`src/rtl/rps_match_referee_if.sv`:
```
// Move handshake and match status bundle between the player decoders,
// the referee and the score display.
interface rps_match_referee_if #(
  parameter int SCORE_W = 4,
  parameter int RND_W   = 4
);
  logic               start;
  logic               p1_valid;
  logic [1:0]         p1_move;
  logic               p2_valid;
  logic [1:0]         p2_move;
  logic               p1_ready;
  logic               p2_ready;
  logic               round_valid;
  logic [1:0]         round_result;
  logic [SCORE_W-1:0] p1_score;
  logic [SCORE_W-1:0] p2_score;
  logic [RND_W-1:0]   round_cnt;
  logic               match_done;
  logic [1:0]         match_winner;

  modport master (
    output start, p1_valid, p1_move, p2_valid, p2_move,
    input  p1_ready, p2_ready, round_valid, round_result,
           p1_score, p2_score, round_cnt, match_done, match_winner
  );

  modport slave (
    input  start, p1_valid, p1_move, p2_valid, p2_move,
    output p1_ready, p2_ready, round_valid, round_result,
           p1_score, p2_score, round_cnt, match_done, match_winner
  );
endinterface

```
`src/rtl/rps_match_referee.sv`:
```
// Rock-paper-scissors match referee: collects one move per player per round, scores it,
// and declares a winner at first-to-WIN_ROUNDS or at the MAX_ROUNDS cap.
module rps_match_referee #(
  parameter int WIN_ROUNDS  = 3,
  parameter int MAX_ROUNDS  = 9,
  parameter int TIMEOUT_CYC = 1000,
  parameter int SCORE_W     = 4,
  parameter int RND_W       = 4,
  parameter int TMO_W       = 16
) (
  input logic                clk,
  input logic                rst,
  rps_match_referee_if.slave bus
);

  typedef enum logic [1:0] {IDLE, WAIT_MOVES, RESOLVE, DONE} state_t;
  typedef enum logic [1:0] {
    RES_NONE = 2'b00,
    RES_P1   = 2'b01,
    RES_P2   = 2'b10,
    RES_TIE  = 2'b11
  } result_t;

  localparam logic [1:0]         MV_FOUL  = 2'b11;
  localparam logic [SCORE_W-1:0] WIN_L    = SCORE_W'(WIN_ROUNDS);
  localparam logic [RND_W-1:0]   MAX_L    = RND_W'(MAX_ROUNDS);
  localparam bit                 TMO_EN   = (TIMEOUT_CYC != 0);
  localparam logic [TMO_W-1:0]   TMO_LAST = TMO_W'((TIMEOUT_CYC == 0) ? 0 : TIMEOUT_CYC - 1);

  state_t             state_q, state_d;
  logic               p1_have_q, p2_have_q;
  logic [1:0]         p1_mv_q, p2_mv_q;
  logic [TMO_W-1:0]   tmo_q;
  logic [SCORE_W-1:0] p1_score_q, p2_score_q;
  logic [RND_W-1:0]   round_cnt_q;
  result_t            round_result_q, match_winner_q;
  logic               round_valid_q;

  logic               p1_cap, p2_cap, timeout_hit;
  logic               p1_legal, p2_legal;
  result_t            outcome, final_winner;
  logic [SCORE_W-1:0] p1_score_nx, p2_score_nx;
  logic [RND_W-1:0]   round_cnt_nx;
  logic               win_reached, cap_reached;

  // The legal move that beats m (paper beats rock, scissors paper, rock scissors).
  function automatic logic [1:0] beater(input logic [1:0] m);
    return (m == 2'b10) ? 2'b00 : m + 2'b01;
  endfunction

  assign bus.p1_ready     = (state_q == WAIT_MOVES) && !p1_have_q;
  assign bus.p2_ready     = (state_q == WAIT_MOVES) && !p2_have_q;
  assign bus.round_valid  = round_valid_q;
  assign bus.round_result = round_result_q;
  assign bus.p1_score     = p1_score_q;
  assign bus.p2_score     = p2_score_q;
  assign bus.round_cnt    = round_cnt_q;
  assign bus.match_done   = (state_q == DONE);
  assign bus.match_winner = match_winner_q;

  assign p1_cap      = bus.p1_ready && bus.p1_valid;
  assign p2_cap      = bus.p2_ready && bus.p2_valid;
  assign timeout_hit = TMO_EN && (p1_have_q ^ p2_have_q) && (tmo_q == TMO_LAST);

  // An absent (forfeited) move has no latch flag, so it scores exactly like a foul.
  always_comb begin
    // NOTE: every always_comb output gets a default first so no path can infer a latch.
    outcome      = RES_TIE;
    final_winner = RES_TIE;
    p1_legal     = p1_have_q && (p1_mv_q != MV_FOUL);
    p2_legal     = p2_have_q && (p2_mv_q != MV_FOUL);
    if (p1_legal && p2_legal) begin
      if (p1_mv_q == p2_mv_q)              outcome = RES_TIE;
      else if (p1_mv_q == beater(p2_mv_q)) outcome = RES_P1;
      else                                 outcome = RES_P2;
    end else if (p1_legal) begin
      outcome = RES_P1;
    end else if (p2_legal) begin
      outcome = RES_P2;
    end
    p1_score_nx  = p1_score_q + SCORE_W'(outcome == RES_P1);
    p2_score_nx  = p2_score_q + SCORE_W'(outcome == RES_P2);
    round_cnt_nx = round_cnt_q + RND_W'(1);
    win_reached  = (p1_score_nx == WIN_L) || (p2_score_nx == WIN_L);
    cap_reached  = (round_cnt_nx == MAX_L);
    if (p1_score_nx == WIN_L)            final_winner = RES_P1;
    else if (p2_score_nx == WIN_L)       final_winner = RES_P2;
    else if (p1_score_nx > p2_score_nx)  final_winner = RES_P1;
    else if (p1_score_nx < p2_score_nx)  final_winner = RES_P2;
  end

  always_comb begin
    state_d = state_q;
    unique case (state_q)
      IDLE, DONE: if (bus.start) state_d = WAIT_MOVES;
      WAIT_MOVES: begin
        if (((p1_have_q || p1_cap) && (p2_have_q || p2_cap)) || timeout_hit)
          state_d = RESOLVE;
      end
      RESOLVE:    state_d = (win_reached || cap_reached) ? DONE : WAIT_MOVES;
      default:    state_d = IDLE;
    endcase
  end

  always_ff @(posedge clk) begin
    // NOTE: sequential state uses non-blocking assignments so every register samples pre-edge values.
    if (rst) begin
      state_q        <= IDLE;
      p1_have_q      <= 1'b0;
      p2_have_q      <= 1'b0;
      p1_mv_q        <= '0;
      p2_mv_q        <= '0;
      tmo_q          <= '0;
      p1_score_q     <= '0;
      p2_score_q     <= '0;
      round_cnt_q    <= '0;
      round_result_q <= RES_NONE;
      match_winner_q <= RES_NONE;
      round_valid_q  <= 1'b0;
    end else begin
      state_q       <= state_d;
      round_valid_q <= 1'b0;
      unique case (state_q)
        IDLE, DONE: begin
          if (bus.start) begin
            p1_score_q     <= '0;
            p2_score_q     <= '0;
            round_cnt_q    <= '0;
            round_result_q <= RES_NONE;
            match_winner_q <= RES_NONE;
          end
        end
        WAIT_MOVES: begin
          if (p1_cap) begin
            p1_have_q <= 1'b1;
            p1_mv_q   <= bus.p1_move;
          end
          if (p2_cap) begin
            p2_have_q <= 1'b1;
            p2_mv_q   <= bus.p2_move;
          end
          // The counter sits at 0 until the first capture, then runs while one side waits.
          if (TMO_EN && (p1_have_q ^ p2_have_q)) tmo_q <= tmo_q + TMO_W'(1);
        end
        RESOLVE: begin
          round_result_q <= outcome;
          p1_score_q     <= p1_score_nx;
          p2_score_q     <= p2_score_nx;
          round_cnt_q    <= round_cnt_nx;
          round_valid_q  <= 1'b1;
          p1_have_q      <= 1'b0;
          p2_have_q      <= 1'b0;
          tmo_q          <= '0;
          if (win_reached || cap_reached) match_winner_q <= final_winner;
        end
        default: ;
      endcase
    end
  end

endmodule

```
`src/flat_wrapper.sv`:
```
// flat-port wrapper written by rule: the top's interface ports become plain ports
module rps_match_referee_flat 
#(
  parameter int WIN_ROUNDS  = 3,
  parameter int MAX_ROUNDS  = 9,
  parameter int TIMEOUT_CYC = 1000,
  parameter int SCORE_W     = 4,
  parameter int RND_W       = 4,
  parameter int TMO_W       = 16
)
  (clk, rst, bus_start, bus_p1_valid, bus_p1_move, bus_p2_valid, bus_p2_move, bus_p1_ready, bus_p2_ready, bus_round_valid, bus_round_result, bus_p1_score, bus_p2_score, bus_round_cnt, bus_match_done, bus_match_winner);
  rps_match_referee_if #(.SCORE_W(SCORE_W), .RND_W(RND_W)) bus_i ();
  input logic clk;
  input logic rst;
  input wire logic [$bits(bus_i.start)-1:0] bus_start;
  input wire logic [$bits(bus_i.p1_valid)-1:0] bus_p1_valid;
  input wire logic [$bits(bus_i.p1_move)-1:0] bus_p1_move;
  input wire logic [$bits(bus_i.p2_valid)-1:0] bus_p2_valid;
  input wire logic [$bits(bus_i.p2_move)-1:0] bus_p2_move;
  output wire logic [$bits(bus_i.p1_ready)-1:0] bus_p1_ready;
  output wire logic [$bits(bus_i.p2_ready)-1:0] bus_p2_ready;
  output wire logic [$bits(bus_i.round_valid)-1:0] bus_round_valid;
  output wire logic [$bits(bus_i.round_result)-1:0] bus_round_result;
  output wire logic [$bits(bus_i.p1_score)-1:0] bus_p1_score;
  output wire logic [$bits(bus_i.p2_score)-1:0] bus_p2_score;
  output wire logic [$bits(bus_i.round_cnt)-1:0] bus_round_cnt;
  output wire logic [$bits(bus_i.match_done)-1:0] bus_match_done;
  output wire logic [$bits(bus_i.match_winner)-1:0] bus_match_winner;
  assign bus_i.start = bus_start;
  assign bus_i.p1_valid = bus_p1_valid;
  assign bus_i.p1_move = bus_p1_move;
  assign bus_i.p2_valid = bus_p2_valid;
  assign bus_i.p2_move = bus_p2_move;
  assign bus_p1_ready = bus_i.p1_ready;
  assign bus_p2_ready = bus_i.p2_ready;
  assign bus_round_valid = bus_i.round_valid;
  assign bus_round_result = bus_i.round_result;
  assign bus_p1_score = bus_i.p1_score;
  assign bus_p2_score = bus_i.p2_score;
  assign bus_round_cnt = bus_i.round_cnt;
  assign bus_match_done = bus_i.match_done;
  assign bus_match_winner = bus_i.match_winner;
  rps_match_referee #(.WIN_ROUNDS(WIN_ROUNDS), .MAX_ROUNDS(MAX_ROUNDS), .TIMEOUT_CYC(TIMEOUT_CYC), .SCORE_W(SCORE_W), .RND_W(RND_W), .TMO_W(TMO_W)) u_core (.clk(clk), .rst(rst), .bus(bus_i));
endmodule
```
`config.mk`:
```
export PLATFORM = sky130hd
export DESIGN_NAME = rps_match_referee_flat
export DESIGN_NICKNAME = d
export VERILOG_FILES = /design/src/rtl/rps_match_referee_if.sv /design/src/rtl/rps_match_referee.sv /design/src/flat_wrapper.sv
export SDC_FILE = /design/constraint.sdc
export NUM_CORES = 1
export LEC_CHECK = 0
export CAP_MARGIN = 40
export CORE_UTILIZATION = 37
export DETAILED_ROUTE_END_ITERATION = 6
export HOLD_SLACK_MARGIN = 0.06
export PLACE_DENSITY = 0.68
export SYNTH_ARGS = -nofsm -noshare
export SYNTH_HDL_FRONTEND = slang
export SYNTH_SLANG_ARGS = --single-unit
```
`constraint.sdc`:
```
create_clock -name clk -period 3.9 [get_ports clk]
set_input_delay 0.585 -clock clk [delete_from_list [all_inputs] [get_ports clk]]
set_output_delay 0.585 -clock clk [all_outputs]
set_load 0.05 [all_outputs]
```
## Yosys cells after proc, flatten, opt, wreduce, memory -nomap -nowiden

Cells that the tools add are included.

- Bits in registers: 41
- Input bits: 9
- Output and inout port bits: 20
- Word-level logic and storage cells: 97

- $add $sub $neg: 5
- Order comparisons: 2
- Equal/unequal tests: 20
- Muxes and demuxes: 29
- Bitwise gates (word level): 1
- Reduce and logical (&&, ||, !) cells: 28

Operators with widths:

| kind | number |
|---|---|
| 16-bit case mux with 2 select lines | 1 |
| 2-bit 2-to-1 mux | 13 |
| 4-bit case mux with 2 select lines | 3 |
| 16-bit by 1-bit adder with 16-bit output (second input constant) | 1 |
| 16-bit by 10-bit == test with 1-bit output (second input constant) | 1 |
| 16-bit 2-to-1 mux | 1 |
| 2-bit AND reduction | 7 |
| 2-bit != test (second input constant) | 5 |
| 1-bit logical AND | 9 |
| 4-bit by 1-bit adder with 4-bit output | 2 |
| 2-bit == test (second input constant) | 4 |
| 4-bit by 2-bit == test with 1-bit output (second input constant) | 2 |
| 2-bit case mux with 2 select lines | 2 |
| 2-bit by 1-bit != test with 1-bit output (second input constant) | 3 |
| 2-bit case mux with 3 select lines | 1 |
| 1-bit logical OR | 5 |
| 1-bit 2-to-1 mux | 5 |
| 4-bit by 1-bit adder with 4-bit output (second input constant) | 1 |
| 2-bit by 1-bit == test with 1-bit output (second input constant) | 2 |
| 2-bit == test | 2 |
| 4-bit == test (second input constant) | 1 |
| 4-bit > comparator | 1 |
| 4-bit less-than comparator | 1 |
| 4-bit 2-to-1 mux | 1 |
| other kinds (8) | 11 |

## Logic depth before layout (Yosys ltp)

Gate-level depths: netlist of the first run.

- Depth in word-level cells: 15
- Mapped depth: 13
- Depth with buffers taken out: 13

## Least setup slack after synthesis of the first run

Ideal clock, no wire load.

- Path kind: reg2reg
- Start point: register u_core.p1_mv_q[0]
- End point: register u_core.match_winner_q[1] (netlist: u_core.bus.match_winner[1])
- Library setup time: 0.128 ns
- Arrival time: 2.292 ns
- Required time: 3.772 ns
- Path slack: 1.479 ns
- Stages on the path, launching flop included: 13
- Path buffers: 0
- Period minus slack after synthesis: 2.421 ns
- Cells stage by stage: dfxtp_1 -> nor2b_1 -> nor3_1 -> o21ai_1 -> and3_1 -> ha_1 -> inv_1 -> ha_1 -> o21ai_0 -> a21oi_1 -> maj3_1 -> o31ai_1 -> o32ai_1

- Word-level cells in the longest chain between the ends: 12
- Elaborated cells between the ends (all ways): 25
- Classes of those cells: 2 x add/sub; 1 x order compare; 8 x eq/ne; 9 x mux; 5 x reduce/logical

RTL lines:

| element | RTL line | source |
|---|---|---|
| start: declaration | rps_match_referee.sv:32 | `logic [1:0] p1_mv_q, p2_mv_q;` |
| start signal: assignment | rps_match_referee.sv:136 | `p1_mv_q <= bus.p1_move;` |
| 2-bit == test / 2-bit != test (equally long branches) | rps_match_referee.sv:74, rps_match_referee.sv:70 |  |
| 2-bit 2-to-1 mux / 1-bit logical AND (equally long branches) | rps_match_referee.sv:74, rps_match_referee.sv:70 |  |
| 2-bit 2-to-1 mux (tied with other cells) | rps_match_referee.sv:73 | `if (p1_mv_q == p2_mv_q) outcome = RES_TIE;` |
| 2-bit 2-to-1 mux (*) | rps_match_referee.sv:72 | `if (p1_legal && p2_legal) begin` |
| 2-bit by 1-bit == test with 1-bit output / 2-bit == test (equally long branches) | rps_match_referee.sv:81, rps_match_referee.sv:82 |  |
| 4-bit by 1-bit adder with 4-bit output, on equally long branches | rps_match_referee.sv:81, rps_match_referee.sv:82 |  |
| 4-bit > comparator | rps_match_referee.sv:88 | `else if (p1_score_nx > p2_score_nx) final_winner = RES_P1;` |
| 2-bit 2-to-1 mux | rps_match_referee.sv:88 |  |
| 2-bit 2-to-1 mux | rps_match_referee.sv:87 | `else if (p2_score_nx == WIN_L) final_winner = RES_P2;` |
| 2-bit 2-to-1 mux | rps_match_referee.sv:86 | `if (p1_score_nx == WIN_L) final_winner = RES_P1;` |
| 2-bit 2-to-1 mux | rps_match_referee.sv:154 | `if (win_reached \|\| cap_reached) match_winner_q <= final_winner;` |
| 2-bit case mux with 2 select lines | rps_match_referee.sv:123 | `unique case (state_q)` |
| end signal: assignment | rps_match_referee.sv:154 |  |
| end: declaration | rps_match_referee.sv:36 | `result_t round_result_q, match_winner_q;` |

Mark *: on every way between the ends. The rest lies on a longest branch, timed or not. The select of a mux whose other input is x is not followed.
A chain may end at the register's enable or synchronous reset.

## Final worst setup path of the first run

- Start point: register u_core.state_q[0]
- End point: output port bus_p2_ready

- Word-level cells in the longest chain between the ends: 2

RTL lines:

| element | RTL line | source |
|---|---|---|
| start: declaration | rps_match_referee.sv:30 | `state_t state_q, state_d;` |
| start signal: assignment | rps_match_referee.sv:121 | `state_q <= state_d;` |
| 2-bit by 1-bit == test with 1-bit output | rps_match_referee.sv:52 | `assign bus.p2_ready = (state_q == WAIT_MOVES) && !p2_have_q;` |
| 1-bit logical AND | rps_match_referee.sv:52 |  |
| end: declaration | flat_wrapper.sv:21 | `output wire logic [$bits(bus_i.p2_ready)-1:0] bus_p2_ready;` |

Every way passes these cells.

==> flow_summary.toml, run 1 <==
[die]
die-area_sq_um = 6264
dieHeight_um = 79.15
io_pins = 29
die_x_um = 79.15
num_rows = 27
core_area_sq_um = 5608
start_util_pct = 39.27

[drt]
drc = 0
firstDrtPassIters = 4
maxUsedRoutingLayer = "met4"
met3_length_um = 151
ant_nets = 0
wirelength_mm = 4.333
wl_met2_mm = 2.025
wl_met1_mm = 2.119
vias = 1876
viasPerCell = 5.140
drtIter0Drc = 101
wl_per_cell_um = 11.87

[timing]
fmax_mhz = 350.5
period_minus_slack_ns = 2.853
slew_headroom_pct = 66.30
finClkSkew_ns = 0.01197
hold-worst-slack_ns = 0.4698
tightest_slew_ns = 0.5040
setup-tns-final_ns = 0
finalHoldViolCount = 0
rsz0062_at_grt = "false"
post-route-period-util_pct = 73.16
slew_violations = 0
final-setup-viol-count = 0

[final_layout]
fin_nets = 312
utilization_pct = 47.39
drive_gt1_share_pct = 6.826
areaGrowthSynthToFinish_pct = 20.68
insertedDiodeCount = 0
final_area_sq_um = 2658

[worst_setup_path]
slowest_stage = "clkdlybuf4s50_1"
regToRegSetupSlack_ns = 1.27
cpPeakStageDelay_ns = 0.86
r2r_end = "u_core.bus.match_winner[1]$_SDFFE_PP0P_"
critPathCaptureType = "primary output"
endpoint = "bus_p2_ready"
critPathKind = "flop to primary output"
worstRegToRegCells = 11
crit_arrival_ns = 2.27
worstPathRequired_ns = 3.31
rr_startpoint = "u_core.p1_have_q$_SDFFE_PP0P_"
path_cells = "ha_1, nor2b_1, clkdlybuf4s50_1"
crit_path_start = "u_core.state_q[0]$_SDFFE_PP0P_"
cp-start-kind = "flop"
worstPathMaxFanout = 10

[hold_path]
holdCritPathClass = "flop to flop"

[global_routing]
grt_pass1_wl_mm = 7.590
first_global_vias = 1644
grt_use_total_pct = 15.37
grt_antenna_before_repair = 0
gr-total-overflow = 0
grt_max_degree = 26

[synthesis]
synth_seq_cells = 41
synthTopCellsByCount = "41 x dfxtp_1, 39 x nor2_1, 28 x nand2_1, 18 x a21oi_1"
syn_nets = 285
synthArstFlopShare_pct = 0
syn_inst = 265
synth_edf_count = 0
ys_seq_area_share_pct = 37.27
synth_top_area_share_pct = 37.27
synth_top_area_cell = "dfxtp_1"
synth_area_leaders = "dfxtp_1 37%, nor2_1 6.6%, ha_1 6.3%, xor2_1 5.2%, nand2_1 4.8%"
synth_most_common_cell = "dfxtp_1"
syn_area_sq_um = 2202
yosysUniqueCellTypes = 49
synth-main-ff-cell = "dfxtp_1"
postSynthAreaPerCell_sq_um = 8.310
synth_warnings = 0

[clock_network]
hold_buffers = 0
cts_buffers = 5
root_buffer = "clkbuf_8"
clock-sinks = 41
clkLatencyLatePin_ns = 0.29
clkTransAtPathRegs_ns = 0.08
post_cts_buffers = 0
cts_resized = 0
cts_tree = "done"
cts_buffer_depth = 2
htreeDepth = 2

[pwr]
swShare_pct = 27.27
seq_power_share_pct = 45.6
power_mw = 0.9724
cellLeakagePower_nw = 0.9891
combPwrFrac_pct = 18.8
internal_power_mw = 0.7073
pwr_density_cell_nw_per_um2 = 365.9
switchingPower_mw = 0.2652
peakVddDrop_mv = 0.2621
p_clk_share_pct = 35.7

[outcome]
outcome = "complete, no violations"

[run]
cap_violations = 0

[place]
globalplace.congestion = 0.8441
dp_hpwl_mm = 3.209
io_buffer_count = 28
placed_cell_area_sq_um = 2541
flip-flops by register name, summed over array words and instances (netlist names), 2 cells and up:
register                 cells
u_core.state_q               2
u_core.p2_mv_q               2
u_core.bus.round_cnt         4
u_core.bus.round_result      2
u_core.tmo_q                16
u_core.bus.p1_score          4
u_core.bus.match_winner      2
u_core.bus.p2_score          4
u_core.p1_mv_q               2
per-layer routing:
| layer | up-vias | global-route usage [%] |
|---|---|---|
| met5 | - | 0 |
| met4 | 0 | 4.364 |
| met3 | 5 | 3.448 |
| met2 | 27 | 24.57 |
| met1 | 859 | 20.57 |
| li1 | 985 | - |
cell families after synthesis:
group                      after synthesis  share of synthesized area [%]
AOI/OAI and AO/OA                       54                          17.05
DFF                                     41                          37.27
adders and majority gates               13                          7.159
buffers and inverters                   21                          3.977
muxes                                    2                         0.9091
xor gates and xnor gates                19                          8.239
and+or+nand+nor                        115                          25.40
worst max-delay path: cells and delay by family, from the launching register on:
kind / cells / cell delay [ns]
buffers and inverters: 1 / 0.86
adder cells (fa/ha/maj): 1 / 0.42
flip-flops: 1 / 0.38
AND/OR/NAND/NOR: 1 / 0.32
layout by cell type (no fill, tap or decap), types with 9 or more instances in the layout:
cell,netlist,final
xor2_1,13,13
a22oi_1,9,9
ha_1,11,11
nand3_1,13,13
nand2_1,28,28
a21oi_1,18,18
inv_1,9,9
nor2_1,39,39
dfxtp_1,41,41
clkdlybuf4s50_1,0,28
power groups by stage:
stage,Clock (mW),Sequential (mW),Combinational [mW]
floorplan,0,0.451,0.140
global placement,0,0.453,0.179
detailed placement,0,0.453,0.182
CTS,0.360,0.443,0.183
global route,0.385,0.446,0.203
finish,0.347,0.443,0.182
cell type report:
class	count	area, sq um
Fill cell	566	2950
Multi-Input combinational cell	203	1294
Sequential cell	41	820.8
Timing Repair Buffer	30	295.3
Tap cell	72	90.09
Clock buffer	7	86.33
Inverter	11	41.29
Clock inverter	1	30.03
through the flow:
| stage | worst slack [ns] | std cells |
|---|---|---|
| finish | 1.047 | 365 |
| CTS | 1.001 | 365 |
| detailed placement | 1.285 | 357 |
| floorplan | 1.479 | 265 |
| global route | 0.8859 | 365 |
| global placement | 1.334 | 356 |
worst min-delay path by stage:
stage | start | end | slack, ns | depth (start not counted)
2_1_floorplan | u_core.tmo_q[12]$_SDFFE_PP0P_ | u_core.tmo_q[12]$_SDFFE_PP0P_ | 0.47 | 2
3_3_place_gp | u_core.bus.match_winner[1]$_SDFFE_PP0P_ | u_core.bus.match_winner[1]$_SDFFE_PP0P_ | 0.46 | 2
3_5_place_dp | u_core.bus.match_winner[1]$_SDFFE_PP0P_ | u_core.bus.match_winner[1]$_SDFFE_PP0P_ | 0.46 | 2
4_1_cts | u_core.bus.match_winner[1]$_SDFFE_PP0P_ | u_core.bus.match_winner[1]$_SDFFE_PP0P_ | 0.47 | 2
5_1_grt | u_core.bus.match_winner[1]$_SDFFE_PP0P_ | u_core.bus.match_winner[1]$_SDFFE_PP0P_ | 0.49 | 2
6_report | u_core.bus.match_winner[1]$_SDFFE_PP0P_ | u_core.bus.match_winner[1]$_SDFFE_PP0P_ | 0.47 | 2
No activity file was read; power rests on OpenSTA's default activity.
==> run 2: changes to the inputs <==
- clock period: 3.9 -> 2.9 ns (I/O delays scaled with it)
==> run 2 against run 1 <==
  * Wire length up 9.4%
  * Die area unchanged
  * Largest power group unchanged
  * Highest routed layer unchanged
  * Register-to-register slack worse by 0.99 ns
==> flow_summary.toml, run 2 (synthesis results as in run 1) <==
[global_routing]
grt_max_degree = 26
grt_pass1_wl_mm = 7.866
gr-total-overflow = 0
grt_use_total_pct = 15.82
first_global_vias = 1811
grt_antenna_before_repair = 0

[die]
start_util_pct = 39.27
io_pins = 29
die_x_um = 79.15
num_rows = 27
core_area_sq_um = 5608
die-area_sq_um = 6264
dieHeight_um = 79.15

[timing]
tightest_slew_ns = 0.5991
hold-worst-slack_ns = 0.4729
post-route-period-util_pct = 90.28
layout_setup_ws_ns = 0.2820
finalHoldViolCount = 0
finClkSkew_ns = 0.01516
final-setup-viol-count = 0
rsz0062_at_grt = "false"
period_minus_slack_ns = 2.618
slew_headroom_pct = 59.79
setup-tns-final_ns = 0
fmax_mhz = 382.0
slew_violations = 0

[final_layout]
areaGrowthSynthToFinish_pct = 20.68
final_common_cell = "dfxtp_1"
largest_reg_flops = 16
final_cell_mix = "41 x dfxtp_1, 39 x nor2_1, 28 x nand2_1, 28 x clkdlybuf4s50_1, 18 x a21oi_1"
drive_gt1_share_pct = 7.770
finalNonFillerCells = 368
register_area_sq_um = 820.8
final_area_sq_um = 2658
fin_nets = 316
largest-register = "u_core.tmo_q"
num-fill-cells = 590
multi_input_area_sq_um = 1294
utilization_pct = 47.39
insertedDiodeCount = 0

[drt]
vias = 1926
drtIter0Drc = 101
ant_nets = 0
wirelength_mm = 4.742
viasPerCell = 5.234
firstDrtPassIters = 4
wl_per_cell_um = 12.89
drc = 0

[worst_setup_path]
path_cells = "nor2b_1, nor3_1, o21ai_1, and3_1, ha_1, inv_1, ha_1, o21ai_0, a21oi_1, maj3_1, o31ai_1, o32ai_1"
critPathKind = "flop to flop"
cp-start-kind = "flop"
cp.buffers_inverters = 1
crit_cells = 12
crit_arrival_ns = 2.80
slowest_stage = "maj3_1"
regToRegSetupSlack_ns = 0.28
rr_startpoint = "u_core.p1_mv_q[0]$_SDFFE_PP0P_"
worstPathMaxFanout = 6
cp_common_cell = "ha_1"
worstPathRequired_ns = 3.08
cpPeakStageDelay_ns = 0.37
worstRegToRegCells = 12
cpLargestDelayFamily = "adder cells"
r2r_end = "u_core.bus.match_winner[1]$_SDFFE_PP0P_"
critPathCaptureType = "flop"

[clock_network]
clkLatencyLatePin_ns = 0.29
cts_buffer_depth = 2
cts_tree = "done"
htreeDepth = 2
post_cts_buffers = 0
clock-sinks = 41
cts_buffers = 5
root_buffer = "clkbuf_8"
clkTransAtPathRegs_ns = 0.08
hold_buffers = 0
cts_resized = 0

[hold_path]
holdPathStages = 2
holdCritPathClass = "flop to flop"
hold_path.startpoint = "u_core.bus.match_winner[1]$_SDFFE_PP0P_"
holdPathEnd = "u_core.bus.match_winner[1]$_SDFFE_PP0P_"

[pwr]
pwr_density_cell_nw_per_um2 = 462.9
power_mw = 1.230
cellLeakagePower_nw = 0.9937
peakVddDrop_mv = 0.1870

[place]
io_buffer_count = 28
placed_cells = 361
dpl_worst_slack_ns = 0.2915
globalplace.congestion = 0.8285
placed_cell_area_sq_um = 2571
dp_hpwl_mm = 3.458

[run]
cap_violations = 0

[outcome]
outcome = "complete, no violations"
==> run 2: cell types whose count changed in the layout (fill, tap and decap cells not counted) <==
cell / previous run / this run
bufinv_16: 1 / 0
buf_4: 2 / 6
==> run 2: report_power, final <==
| part | switching, mW | internal, mW | total [mW] |
|---|---|---|---|
| registers | 0.0173 | 0.576 | 0.593 |
| clock network | 0.188 | 0.189 | 0.378 |
| logic | 0.160 | 0.0989 | 0.259 |
==> run 2: routing by layer <==
layer	global-route usage (%)	share of wire, %
met5	0	0
met4	6.182	0.84
met3	3.678	3.3
met2	27.93	48
met1	18.33	48
==> run 2: area by class of cell <==
cell class | count | share of cell area [%]
clock buffer | 7 | 3.249
inverter | 11 | 1.554
multi-input combinational | 203 | 48.68
sequential | 41 | 30.89
tap | 72 | 3.390
timing repair buffer | 34 | 12.24
==> run 2: worst max path at each step <==
stage	start	endpoint
2_1_floorplan	u_core.p1_mv_q[0]$_SDFFE_PP0P_	u_core.bus.match_winner[1]$_SDFFE_PP0P_
3_3_place_gp	u_core.p2_mv_q[0]$_SDFFE_PP0P_	u_core.bus.match_winner[1]$_SDFFE_PP0P_
3_5_place_dp	u_core.p1_mv_q[0]$_SDFFE_PP0P_	u_core.bus.match_winner[1]$_SDFFE_PP0P_
4_1_cts	u_core.p1_mv_q[0]$_SDFFE_PP0P_	u_core.bus.match_winner[1]$_SDFFE_PP0P_
5_1_grt	u_core.p1_mv_q[0]$_SDFFE_PP0P_	u_core.bus.match_winner[1]$_SDFFE_PP0P_
6_report	u_core.p1_mv_q[0]$_SDFFE_PP0P_	u_core.bus.match_winner[1]$_SDFFE_PP0P_
==> run 2: worst reg2reg max path: stages (launching register included) <==
cell and delay [ns]:
dfxtp_1 0.36, nor2b_1 0.14, nor3_1 0.14, o21ai_1 0.09, and3_1 0.21, ha_1 0.33
inv_1 0.05, ha_1 0.30, o21ai_0 0.15, a21oi_1 0.09, maj3_1 0.37, o31ai_1 0.21
o32ai_1 0.10
==> run 3: changes to the inputs <==
- CTS_BUF_LIST: unset -> sky130_fd_sc_hd__clkbuf_2 sky130_fd_sc_hd__clkbuf_4 sky130_fd_sc_hd__clkbuf_8
==> run 3 against run 2 <==
  * Final area grew 0.14%
  * Via count unchanged
  * Die area did not move
  * Sequential power is essentially flat
  * Global-route usage unchanged
  * Final cell count is the same
==> flow_summary.toml, run 3 (synthesis results as in run 1) <==
[global_routing]
grt_antenna_before_repair = 0
grt_use_total_pct = 15.82
gr-total-overflow = 0
first_global_vias = 1811
grt_max_degree = 26
grt_pass1_wl_mm = 7.866

[place]
globalplace.congestion = 0.8285
io_buffer_count = 28
dp_hpwl_mm = 3.458

[run]
cap_violations = 0

[drt]
firstDrtPassIters = 4
wl_met1_mm = 2.256
drc = 0
ant_nets = 0
maxUsedRoutingLayer = "met4"
met3_length_um = 157
wl_per_cell_um = 12.89
viasPerCell = 5.234
vias = 1926
wirelength_mm = 4.742
wl_met2_mm = 2.288
drtIter0Drc = 101

[final_layout]
final_common_cell = "dfxtp_1"
final_cell_mix = "41 x dfxtp_1, 39 x nor2_1, 28 x nand2_1, 28 x clkdlybuf4s50_1, 18 x a21oi_1"
fin_nets = 316
num-fill-cells = 590
areaGrowthSynthToFinish_pct = 20.85
drive_gt1_share_pct = 8.108
insertedDiodeCount = 0
largest_reg_flops = 16
multi_input_area_sq_um = 1294
largest-register = "u_core.tmo_q"
register_area_sq_um = 820.8

[clock_network]
clock-sinks = 41
cts_buffer_depth = 2
clkTransAtPathRegs_ns = 0.08
cts_buffers = 5
post_cts_buffers = 0
clkLatencyLatePin_ns = 0.29
root_buffer = "clkbuf_8"
hold_buffers = 0
cts_tree = "done"
cts_resized = 0
htreeDepth = 2

[timing]
tightest_slew_ns = 0.5991
rsz0062_at_grt = "false"
hold-worst-slack_ns = 0.4729
finClkSkew_ns = 0.01492
slew_headroom_pct = 59.79
period_minus_slack_ns = 2.618
final-setup-viol-count = 0
setup-tns-final_ns = 0
finalHoldViolCount = 0
fmax_mhz = 382.0
slew_violations = 0
post-route-period-util_pct = 90.28

[die]
die_x_um = 79.15
io_pins = 29
die-area_sq_um = 6264
core_area_sq_um = 5608
dieHeight_um = 79.15
start_util_pct = 39.27
num_rows = 27

[pwr]
peakVddDrop_mv = 0.1872
cellLeakagePower_nw = 0.9971
pwr_density_cell_nw_per_um2 = 465.9

[worst_setup_path]
cp-start-kind = "flop"
critPathCaptureType = "flop"
critPathKind = "flop to flop"
worstPathRequired_ns = 3.08
worstPathMaxFanout = 6
crit_arrival_ns = 2.80

[hold_path]
holdCritPathClass = "flop to flop"

[outcome]
outcome = "complete, no violations"
-- run 3: area by class of cell --
cell class                      count  share of cell area, %
Sequential cell                    41                  30.84
Clock buffer                        7                  3.385
Inverter                           11                  1.551
Tap cell                           72                  3.385
Multi-Input combinational cell    203                  48.61
Timing Repair Buffer               34                  12.22
-- run 3: worst paths after layout --
path	slack (ns)	cells after the start	endpoint	startpoint
hold / removal	0.47	2	u_core.bus.match_winner[1]$_SDFFE_PP0P_	u_core.bus.match_winner[1]$_SDFFE_PP0P_
setup / recovery	0.28	12	u_core.bus.match_winner[1]$_SDFFE_PP0P_	u_core.p1_mv_q[0]$_SDFFE_PP0P_
setup reg to reg	0.28	12	u_core.bus.match_winner[1]$_SDFFE_PP0P_	u_core.p1_mv_q[0]$_SDFFE_PP0P_
hold reg to reg	0.47	2	u_core.bus.match_winner[1]$_SDFFE_PP0P_	u_core.bus.match_winner[1]$_SDFFE_PP0P_
-- run 3: metrics by stage --
step                util (%)  std cells  setup slack [ns]  cell area, sq um  total power, mW
floorplan                  -        265            0.4791              2202           0.7942
finish                 47.46        368            0.2820              2661            1.240
CTS                    47.46        368            0.2699              2661            1.251
global route           47.46        368           0.01145              2661            1.311
detailed placement     45.85        361            0.2915              2571           0.8642
global placement       45.72        360            0.3518              2564           0.8543
-- run 3: metal layers --
layer,up-vias,global-route usage [%]
met5,-,0
li1,982,-
met3,5,3.678
met4,0,6.182
met2,30,27.93
met1,909,18.33
-- run 3: worst max-delay path, stage by stage, from the launching register on --
cell and delay (ns):
dfxtp_1 0.36, nor2b_1 0.14, nor3_1 0.14, o21ai_1 0.09, and3_1 0.21, ha_1 0.33, inv_1 0.05, ha_1 0.30
o21ai_0 0.15, a21oi_1 0.09, maj3_1 0.37, o31ai_1 0.21, o32ai_1 0.10
-- run 3: where the power goes --
group | switching (mW) | total [mW] | internal [mW] | leakage (nW)
Sequential | 0.0173 | 0.593 | 0.576 | 0.331
Clock | 0.189 | 0.387 | 0.198 | 0.0477
Combinational | 0.160 | 0.259 | 0.0989 | 0.618
